**src/rtl/lcv_mul_pkg.sv**
```systemverilog
// Shared types and constants for the sequenced 32x32 multiplier.
// Latency: n/a (types, constants and a combinational helper only).
// Backpressure: n/a.
package lcv_mul_pkg;

  localparam int OP_W   = 32;
  localparam int HALF_W = 16;
  localparam int PP_W   = 34;
  localparam int RES_W  = 64;
  localparam int ACC_W  = 66;

  // Shift selector for a partial product entering the accumulator
  localparam logic [1:0] SH_0  = 2'd0;
  localparam logic [1:0] SH_16 = 2'd1;
  localparam logic [1:0] SH_32 = 2'd2;

  typedef enum logic [2:0] {
    ST_IDLE,
    ST_ISSUE0,
    ST_ISSUE1,
    ST_ISSUE2,
    ST_ISSUE3,
    ST_DRAIN,
    ST_DONE
  } state_t;

  typedef struct packed {
    logic [OP_W-1:0] a;
    logic [OP_W-1:0] b;
    logic            sgn;
  } req_t;

  // 17-bit signed operand half: the low half is always non-negative; the high
  // half carries the operand sign only for two's complement requests.
  function automatic logic [HALF_W:0] half_op(input logic [OP_W-1:0] x,
                                              input logic hi,
                                              input logic sgn);
    if (hi) return {sgn & x[OP_W-1], x[OP_W-1:HALF_W]};
    else    return {1'b0, x[HALF_W-1:0]};
  endfunction

endpackage

```
**src/rtl/lcv_mul17_acc_del1.sv**
```systemverilog
// 17x17 signed multiply with registered product and shifted 66-bit accumulate.
// Latency: product registered one cycle after issue; accumulated the cycle after.
// Backpressure: none; caller issues at most one product per cycle.
module lcv_mul17_acc_del1
  import lcv_mul_pkg::*;
(
  input  logic                    clk,
  input  logic                    rst,
  input  logic                    issue,
  input  logic [1:0]              shift_sel,
  input  logic signed [HALF_W:0]  op_a,
  input  logic signed [HALF_W:0]  op_b,
  input  logic                    clear,
  output logic [RES_W-1:0]        sum
);

  (* use_dsp = "yes" *) logic signed [PP_W-1:0] pp;
  logic                    pp_vld;
  logic [1:0]              pp_sh;
  logic signed [ACC_W-1:0] acc;
  logic signed [ACC_W-1:0] pp_ext;
  logic signed [ACC_W-1:0] pp_shifted;
  logic signed [ACC_W-1:0] acc_nxt;

  // Product register: multiply stage, tagged with its valid and shift amount
  always_ff @(posedge clk) begin
    if (!rst) begin
      pp     <= '0;
      pp_vld <= 1'b0;
      pp_sh  <= SH_0;
    end else begin
      pp     <= op_a * op_b;
      pp_vld <= issue;
      pp_sh  <= shift_sel;
    end
  end

  // Sign-extend and align the registered product, then add it in
  always_comb begin
    pp_ext = {{(ACC_W-PP_W){pp[PP_W-1]}}, pp};
    case (pp_sh)
      SH_16:   pp_shifted = pp_ext <<< 16;
      SH_32:   pp_shifted = pp_ext <<< 32;
      default: pp_shifted = pp_ext;
    endcase
    acc_nxt = pp_vld ? (acc + pp_shifted) : acc;
    sum     = acc_nxt[RES_W-1:0];
  end

  // Accumulator: cleared when a new request is accepted
  always_ff @(posedge clk) begin
    if (!rst)       acc <= '0;
    else if (clear) acc <= '0;
    else            acc <= acc_nxt;
  end

endmodule

```
**src/rtl/lcv_mul32_seq_del.sv**
```systemverilog
// Sequenced 32x32->64 multiplier issuing four 17x17 partial products.
// Latency: accept cycle T, result valid in cycle T+6; one request per 7 cycles.
// Backpressure: result held in DONE while outp_ready is low; inputs ignored.
module lcv_mul32_seq_del
  import lcv_mul_pkg::*;
(
  input  logic             clk,
  input  logic             rst,
  input  logic             inp_valid,
  output logic             inp_ready,
  input  logic [OP_W-1:0]  inp_a,
  input  logic [OP_W-1:0]  inp_b,
  input  logic             inp_signed,
  output logic             outp_valid,
  input  logic             outp_ready,
  output logic [RES_W-1:0] outp_prod
);

  state_t                 state;
  req_t                   req;
  logic                   issue;
  logic [1:0]             shift_sel;
  logic signed [HALF_W:0] op_a;
  logic signed [HALF_W:0] op_b;
  logic                   clear;
  logic [RES_W-1:0]       sum;

  // Operand half selection for the partial product issued this cycle
  always_comb begin
    issue     = 1'b0;
    shift_sel = SH_0;
    op_a      = '0;
    op_b      = '0;
    case (state)
      ST_ISSUE0: begin
        issue = 1'b1; shift_sel = SH_0;
        op_a  = half_op(req.a, 1'b0, req.sgn);
        op_b  = half_op(req.b, 1'b0, req.sgn);
      end
      ST_ISSUE1: begin
        issue = 1'b1; shift_sel = SH_16;
        op_a  = half_op(req.a, 1'b0, req.sgn);
        op_b  = half_op(req.b, 1'b1, req.sgn);
      end
      ST_ISSUE2: begin
        issue = 1'b1; shift_sel = SH_16;
        op_a  = half_op(req.a, 1'b1, req.sgn);
        op_b  = half_op(req.b, 1'b0, req.sgn);
      end
      ST_ISSUE3: begin
        issue = 1'b1; shift_sel = SH_32;
        op_a  = half_op(req.a, 1'b1, req.sgn);
        op_b  = half_op(req.b, 1'b1, req.sgn);
      end
      default: ;
    endcase
    clear = (state == ST_IDLE) && inp_valid && inp_ready;
  end

  lcv_mul17_acc_del1 u_mac (
    .clk       (clk),
    .rst       (rst),
    .issue     (issue),
    .shift_sel (shift_sel),
    .op_a      (op_a),
    .op_b      (op_b),
    .clear     (clear),
    .sum       (sum)
  );

  // Sequencer FSM with registered handshake outputs and result
  always_ff @(posedge clk) begin
    if (!rst) begin
      state      <= ST_IDLE;
      req        <= '0;
      inp_ready  <= 1'b1;
      outp_valid <= 1'b0;
      outp_prod  <= '0;
    end else begin
      case (state)
        ST_IDLE: begin
          if (inp_valid && inp_ready) begin
            req       <= '{a: inp_a, b: inp_b, sgn: inp_signed};
            inp_ready <= 1'b0;
            state     <= ST_ISSUE0;
          end
        end
        ST_ISSUE0: state <= ST_ISSUE1;
        ST_ISSUE1: state <= ST_ISSUE2;
        ST_ISSUE2: state <= ST_ISSUE3;
        ST_ISSUE3: state <= ST_DRAIN;
        ST_DRAIN: begin
          // sum already includes the last product landing this cycle
          outp_prod  <= sum;
          outp_valid <= 1'b1;
          state      <= ST_DONE;
        end
        ST_DONE: begin
          if (outp_ready) begin
            outp_valid <= 1'b0;
            inp_ready  <= 1'b1;
            state      <= ST_IDLE;
          end
        end
        default: begin
          state      <= ST_IDLE;
          inp_ready  <= 1'b1;
          outp_valid <= 1'b0;
        end
      endcase
    end
  end

endmodule

```
**config.mk**
```make
export PLATFORM = sky130hd
export DESIGN_NAME = lcv_mul32_seq_del
export DESIGN_NICKNAME = d
export VERILOG_FILES = /design/src/rtl/lcv_mul_pkg.sv /design/src/rtl/lcv_mul17_acc_del1.sv /design/src/rtl/lcv_mul32_seq_del.sv
export SDC_FILE = /design/constraint.sdc
export NUM_CORES = 1
export LEC_CHECK = 0
export CAP_MARGIN = 40
export CORE_ASPECT_RATIO = 0.7
export CORE_MARGIN = 5
export CORE_UTILIZATION = 30
export CTS_BUF_LIST = sky130_fd_sc_hd__clkbuf_8
export DETAILED_ROUTE_END_ITERATION = 16
export PLACE_DENSITY = 0.55
export SYNTH_ARGS = -nofsm -noshare
export SYNTH_HDL_FRONTEND = slang
export SYNTH_SLANG_ARGS = --single-unit
export TNS_END_PERCENT = 1
```
**constraint.sdc**
```tcl
create_clock -name clk -period 22 [get_ports clk]
set_input_delay 4.4 -clock clk [delete_from_list [all_inputs] [get_ports clk]]
set_output_delay 4.4 -clock clk [all_outputs]
set_load 0.02 [all_outputs]
```
-- Yosys cells after proc, flatten, opt, wreduce, memory -nomap -nowiden
Index checks and enable logic that the tools add are counted.
- output and inout bits: 66
- input bits: 69
- register bits: 237
- logic and storage cells: 60
- equal/unequal tests: 10
- mux-type cells: 14
- $add $sub $neg: 1
- bitwise operators: 5
- reduce and logical (&&, ||, !) cells: 17
- multipliers: 1
- operators with widths (cell ; count):
    case mux 65 bit (2 select lines) ; 1
    case mux 17 bit (2 select lines) ; 2
    adder 66 bit ; 1
    two-way mux 64 bit ; 1
    multiplier 17 x 17 -> 34 bit ; 1
    case mux 3 bit (7 select lines) ; 1
    OR reduction 2 bit ; 6
    OR reduction 5 bit ; 2
    == test 3 bit, second input constant ; 3
    == test 3 x 2 -> 1 bit, second input constant ; 2
    two-way mux 3 bit ; 2
    case mux 1 bit (3 select lines) ; 2
    AND reduction 2 bit ; 3
    two-way mux 1 bit ; 4
    case mux 2 bit (2 select lines) ; 1
    OR reduction 4 bit ; 1
    == test 3 x 1 -> 1 bit, second input constant ; 1
    logical AND 1 bit ; 3
    logical NOT 3 bit ; 1
    NOT 1 bit ; 3
    AND reduction 3 bit ; 1
    bitwise AND 1 bit ; 2
    == test 2 x 1 -> 1 bit, second input constant ; 1
    == test 2 bit, second input constant ; 1
    other kinds (2) ; 2

-- Logic depth before layout (Yosys ltp)
- word-level depth: 4
- gate-level depth with buffers: 31

-- By module
A second synthesis with hierarchy kept.
- cell total of the unflattened synthesis: 2798
- area, all modules: 24292.0 um2
- modules (own cells, without submodules) (module ; seq. area each (um2) ; cells each ; instances ; area each (um2)):
    lcv_mul17_acc_del1 ; 2021.9 ; 2125 ; 1 ; 18621.6
    lcv_mul32_seq_del ; 2682.6 ; 673 ; 1 ; 5670.4

-- Worst setup path before layout
OpenSTA, ideal clock, no wires.
- path type: register to register
- start: reg state[1]
- end: reg u_mac.pp[32]
- buffers on the path: 3
- required time: 21872 ps
- period minus slack after synthesis: 7116 ps
- stages on the path, launching flop included: 30
- arrival time: 6988 ps
- slack: 14884 ps
- library setup time: 128 ps
- path through: dfxtp_1 > nor2b_1 > or2_2 > clkbuf_1 > clkbuf_1 > a22oi_1 > o21a_1 > clkbuf_1 > nor2_1 > fa_1 > inv_1 > fa_1 > fa_1 > fa_1 > inv_1 > fa_1 > inv_1 > fa_1 > inv_1 > ha_1 > a21o_1 > a21o_1 > a21o_1 > and3_1 > o41ai_1 > o21ai_1 > a21o_1 > a21oi_1 > xor2_1 > nor2_1
- longest elaborated chain between the ends: 4
- RTL lines (element ; line ; RTL):
    start: declaration ; lcv_mul32_seq_del.sv:19 ; state_t state;
    start signal: assignment ; lcv_mul32_seq_del.sv:74 ; state <= ST_IDLE;
    start signal: assignment ; lcv_mul32_seq_del.sv:85 ; state <= ST_ISSUE0;
    start signal: assignment ; lcv_mul32_seq_del.sv:88 ; ST_ISSUE0: state <= ST_ISSUE1;
    == test 3 bit, or another cell as far along ; lcv_mul32_seq_del.sv:34 ; case (state)
    OR reduction 2 bit (no line) ; n/a ;
    case mux 17 bit (2 select lines) ; lcv_mul32_seq_del.sv:34 ;
    multiplier 17 x 17 -> 34 bit (*) ; lcv_mul17_acc_del1.sv:32 ; pp <= op_a * op_b;
    end signal: assignment ; lcv_mul17_acc_del1.sv:32 ;
    end: declaration ; lcv_mul17_acc_del1.sv:17 ; (* use_dsp = "yes" *) logic signed [PP_W-1:0] pp;
Every way passes the cells marked *; elsewhere a longest branch is shown, timed or not.
A chain may end at the register's enable or synchronous reset.

-- Final worst setup path
- start: reg state[2]
- end: reg u_mac.pp[32]
The elaborated chain is that of the path after synthesis.

==> impl_results.md <==
- Total gr overflow: 0
- CP Max Fanout: 16
- Internal power: 724 µW
- Tmin final: 8.22 ns
- Initial DRT Pass Iterations: 5
- Fin Clk Skew: 0.0342 ns
- Layout Area Growth over Synthesis: 13.9%
- VDD IR-drop max: 26.6 µV
- Pin count of the biggest net entering global routing: 75
- Top-count cell post-synth: nor2_1
- Switching pwr: 326 µW
- Max-cap violations: 0
- Leakage: 11.9 nW
- Die Span Y: 242 µm
- Post-Place Cells: 3761
- Vias in the first global route: 19.0k
- CP max stage delay: 0.62 ns
- Synth Area per Inst: 8.39 µm²
- Die area: 82700 µm²
- Least-Margin Pin Slew: 1.01 ns
- EDFF count, synth: 0
- Setup Buffers After CTS: 0
- Power density cells: 40.0 nW/µm²
- Post-cts sizing count: 0
- H-tree Lvls: 2
- Seq/Total Area, Yosys: 0.204
- R2r startpoint: state[2]$_SDFFE_PN0P_
- Reg clk slew, reported paths: 0.07 ns
- Root Driver: clkbuf_8
- Cell accounting for the most synthesized area: fa_1
- Final hold violation count: 0
- Vias: 19.2k
- DP HPWL: 55300 µm
- Vias per cell: 5.00
- Post-Layout Cell Count: 3839
- CTS Buffer Depth: 3
- Routed WL per cell: 18.1 µm
- Reg2Reg Setup Slack: 13.78 ns
- Core Rows: 85
- Clock Power Share: 0.406
- Fmax: 122 MHz
- Reg2Reg Depth: 28
- Syn nets: 3265
- CTS tree: yes
- I/O pin total: 135
- WP buf/inv: 6
- Clk sinks: 235
- Crit path max-delay family: adder cells
- Post-synthesis cell area: 23100 µm²
- Top post-synthesis cells by area: fa_1, dfxtp_1, ha_1
- Synth top cells by count: nor2_1, nand2_1, fa_1
- Top FF cell, synth: dfxtp_1
- Hold depth: 2
- Combinational Power Share: 0.158
- Width of the die: 342 µm
- Port bufs: 134
- Top cell type's share of synthesized area: 0.258
- Setup WS post-layout: 13.78 ns
- Post-Place Setup Slack: 13.97 ns
- Initial antenna violation count: 4
- WL final: 69500 µm
- Final Power: 1.05 mW
- Final Max Slew Viols: 0
- Crit path required time: 22.48 ns
- Post-synth ARST share: 0
- Max_slew headroom: 0.325
- Routed Antenna Nets: 0
- Final core utilization: 0.343
- Hold buffers post-CTS: 0
- Core area: 76600 µm²
- Fin nets: 3321
- CTS buffer count: 42
- Initial Util: 0.301
- Hold wc startpoint: req[8]$_SDFFE_PN0P_
- Final TNS setup: 0 ns
- Part of the power in registers: 0.436
- Worst r2r dst: u_mac.pp[32]$_SDFF_PN0_
- Status: complete, no violations
- Gpl congestion: 0.934
- # DRC: 0
- Worst EP arrival: 8.70 ns
- 1st-iter DRT viols: 1583
- Post-Syn Instances: 2749
- Ratio of cells with drive above 1 in the final layout: 0.0479
- YS warnings: 0
- Synth cell types: 68
- Most frequent CP cell: fa_1
- RSZ-0062 raised after global routing: false
- Worst skew pair latency: 0.62 ns
- Crit Path Class: reg -> reg
- First-pass GRT wire length: 110000 µm
- Crit path capture type: flip-flop
- Hold Crit Class: reg -> reg
- Crit start category: flip-flop
- Switching share of total power: 0.311
- Total GRT Usage: 0.168
- Worst path slowest cell: nor2b_1
- Hold path endpoint: req[8]$_SDFFE_PN0P_
- Setup-failing EPs final: 0
- #FFs+latches synth: 235
- Fin crit share: 0.374
worst max path at each step:
stage                                startpoint                      end  cells past startpoint
after floorplan           state[1]$_SDFFE_PN0P_  u_mac.pp[32]$_SDFF_PN0_                     29
after global placement    state[2]$_SDFFE_PN0P_  u_mac.pp[32]$_SDFF_PN0_                     27
after detailed placement  state[2]$_SDFFE_PN0P_  u_mac.pp[32]$_SDFF_PN0_                     28
after CTS                 state[2]$_SDFFE_PN0P_  u_mac.pp[32]$_SDFF_PN0_                     28
after global routing      state[2]$_SDFFE_PN0P_  u_mac.pp[32]$_SDFF_PN0_                     28
final                     state[2]$_SDFFE_PN0P_  u_mac.pp[32]$_SDFF_PN0_                     28
state kept, by name, indices dropped and copies added, names as in the netlist, 2 cells and up:
name,cells
u_mac.pp,34
state,3
u_mac.acc,64
u_mac.pp_sh,2
outp_prod,64
req,65
power groups by stage:
stage	Combinational [mW]	Clock [mW]	Sequential (mW)
finish	0.166	0.426	0.458
global route	0.182	0.462	0.459
CTS	0.166	0.442	0.457
detailed placement	0.166	0	0.467
global placement	0.158	0	0.472
floorplan	0.107	0	0.460
metal layers:
layer  routed length [µm]  part of all wire  vias to the layer above  GRT usage
met5                    0                 0                        -          0
met4                 1180             0.017                        0     0.0331
met3                 5480             0.079                       80     0.0393
met2                28800              0.41                      560      0.249
met1                34000              0.49                     9350      0.250
li1                     -                 -                     9216          -
kinds of logic (layout without fill, tap and decap cells):
kind of cell | Yosys count | after routing | share of synthesized area
xor gates and xnor gates | 87 | 87 | 0.0330
DFF | 235 | 235 | 0.204
muxes | 46 | 46 | 0.0200
other | 0 | 2 | 0
and+or+nand+nor | 874 | 874 | 0.161
AOI/OAI and AO/OA | 612 | 612 | 0.170
adders and majority gates | 447 | 447 | 0.339
buffers and inverters | 448 | 536 | 0.0733
tightest hold or removal path: cells and delay by family (launching register included):
family	cells	cell delay [ns]
flops	1	0.30
compound gates	1	0.05
simple gates	1	0.05
through the flow:
stage                     hold slack, ns  cell area [µm²]
after floorplan                    0.432            23100
after global placement             0.448            25300
after detailed placement           0.450            25400
after CTS                          0.460            26300
after global routing               0.475            26300
final                              0.456            26300
layout make-up:
type	count	area, µm²
Inverter	284	1070
Clock buffer	52	716
Clock inverter	24	143
Timing Repair Buffer	176	1690
Multi-Input combinational cell	2066	16700
Tap cell	1000	1250
Antenna cell	2	5.00
Fill cell	8137	50300
Sequential cell	235	4710
cell usage in the layout (no fill, tap or decap), drive strengths merged, types with 52 or more instances in the layout:
cell | netlist | routed
a21o | 63 | 63
a21oi | 210 | 210
clkbuf | 154 | 52
clkdlybuf4s50 | 0 | 133
dfxtp | 235 | 235
fa | 297 | 297
ha | 150 | 150
inv | 282 | 298
nand2 | 318 | 318
nor2 | 373 | 373
o21ai | 105 | 105
xnor2 | 52 | 52
No activity file was read; power rests on OpenSTA's default activity.
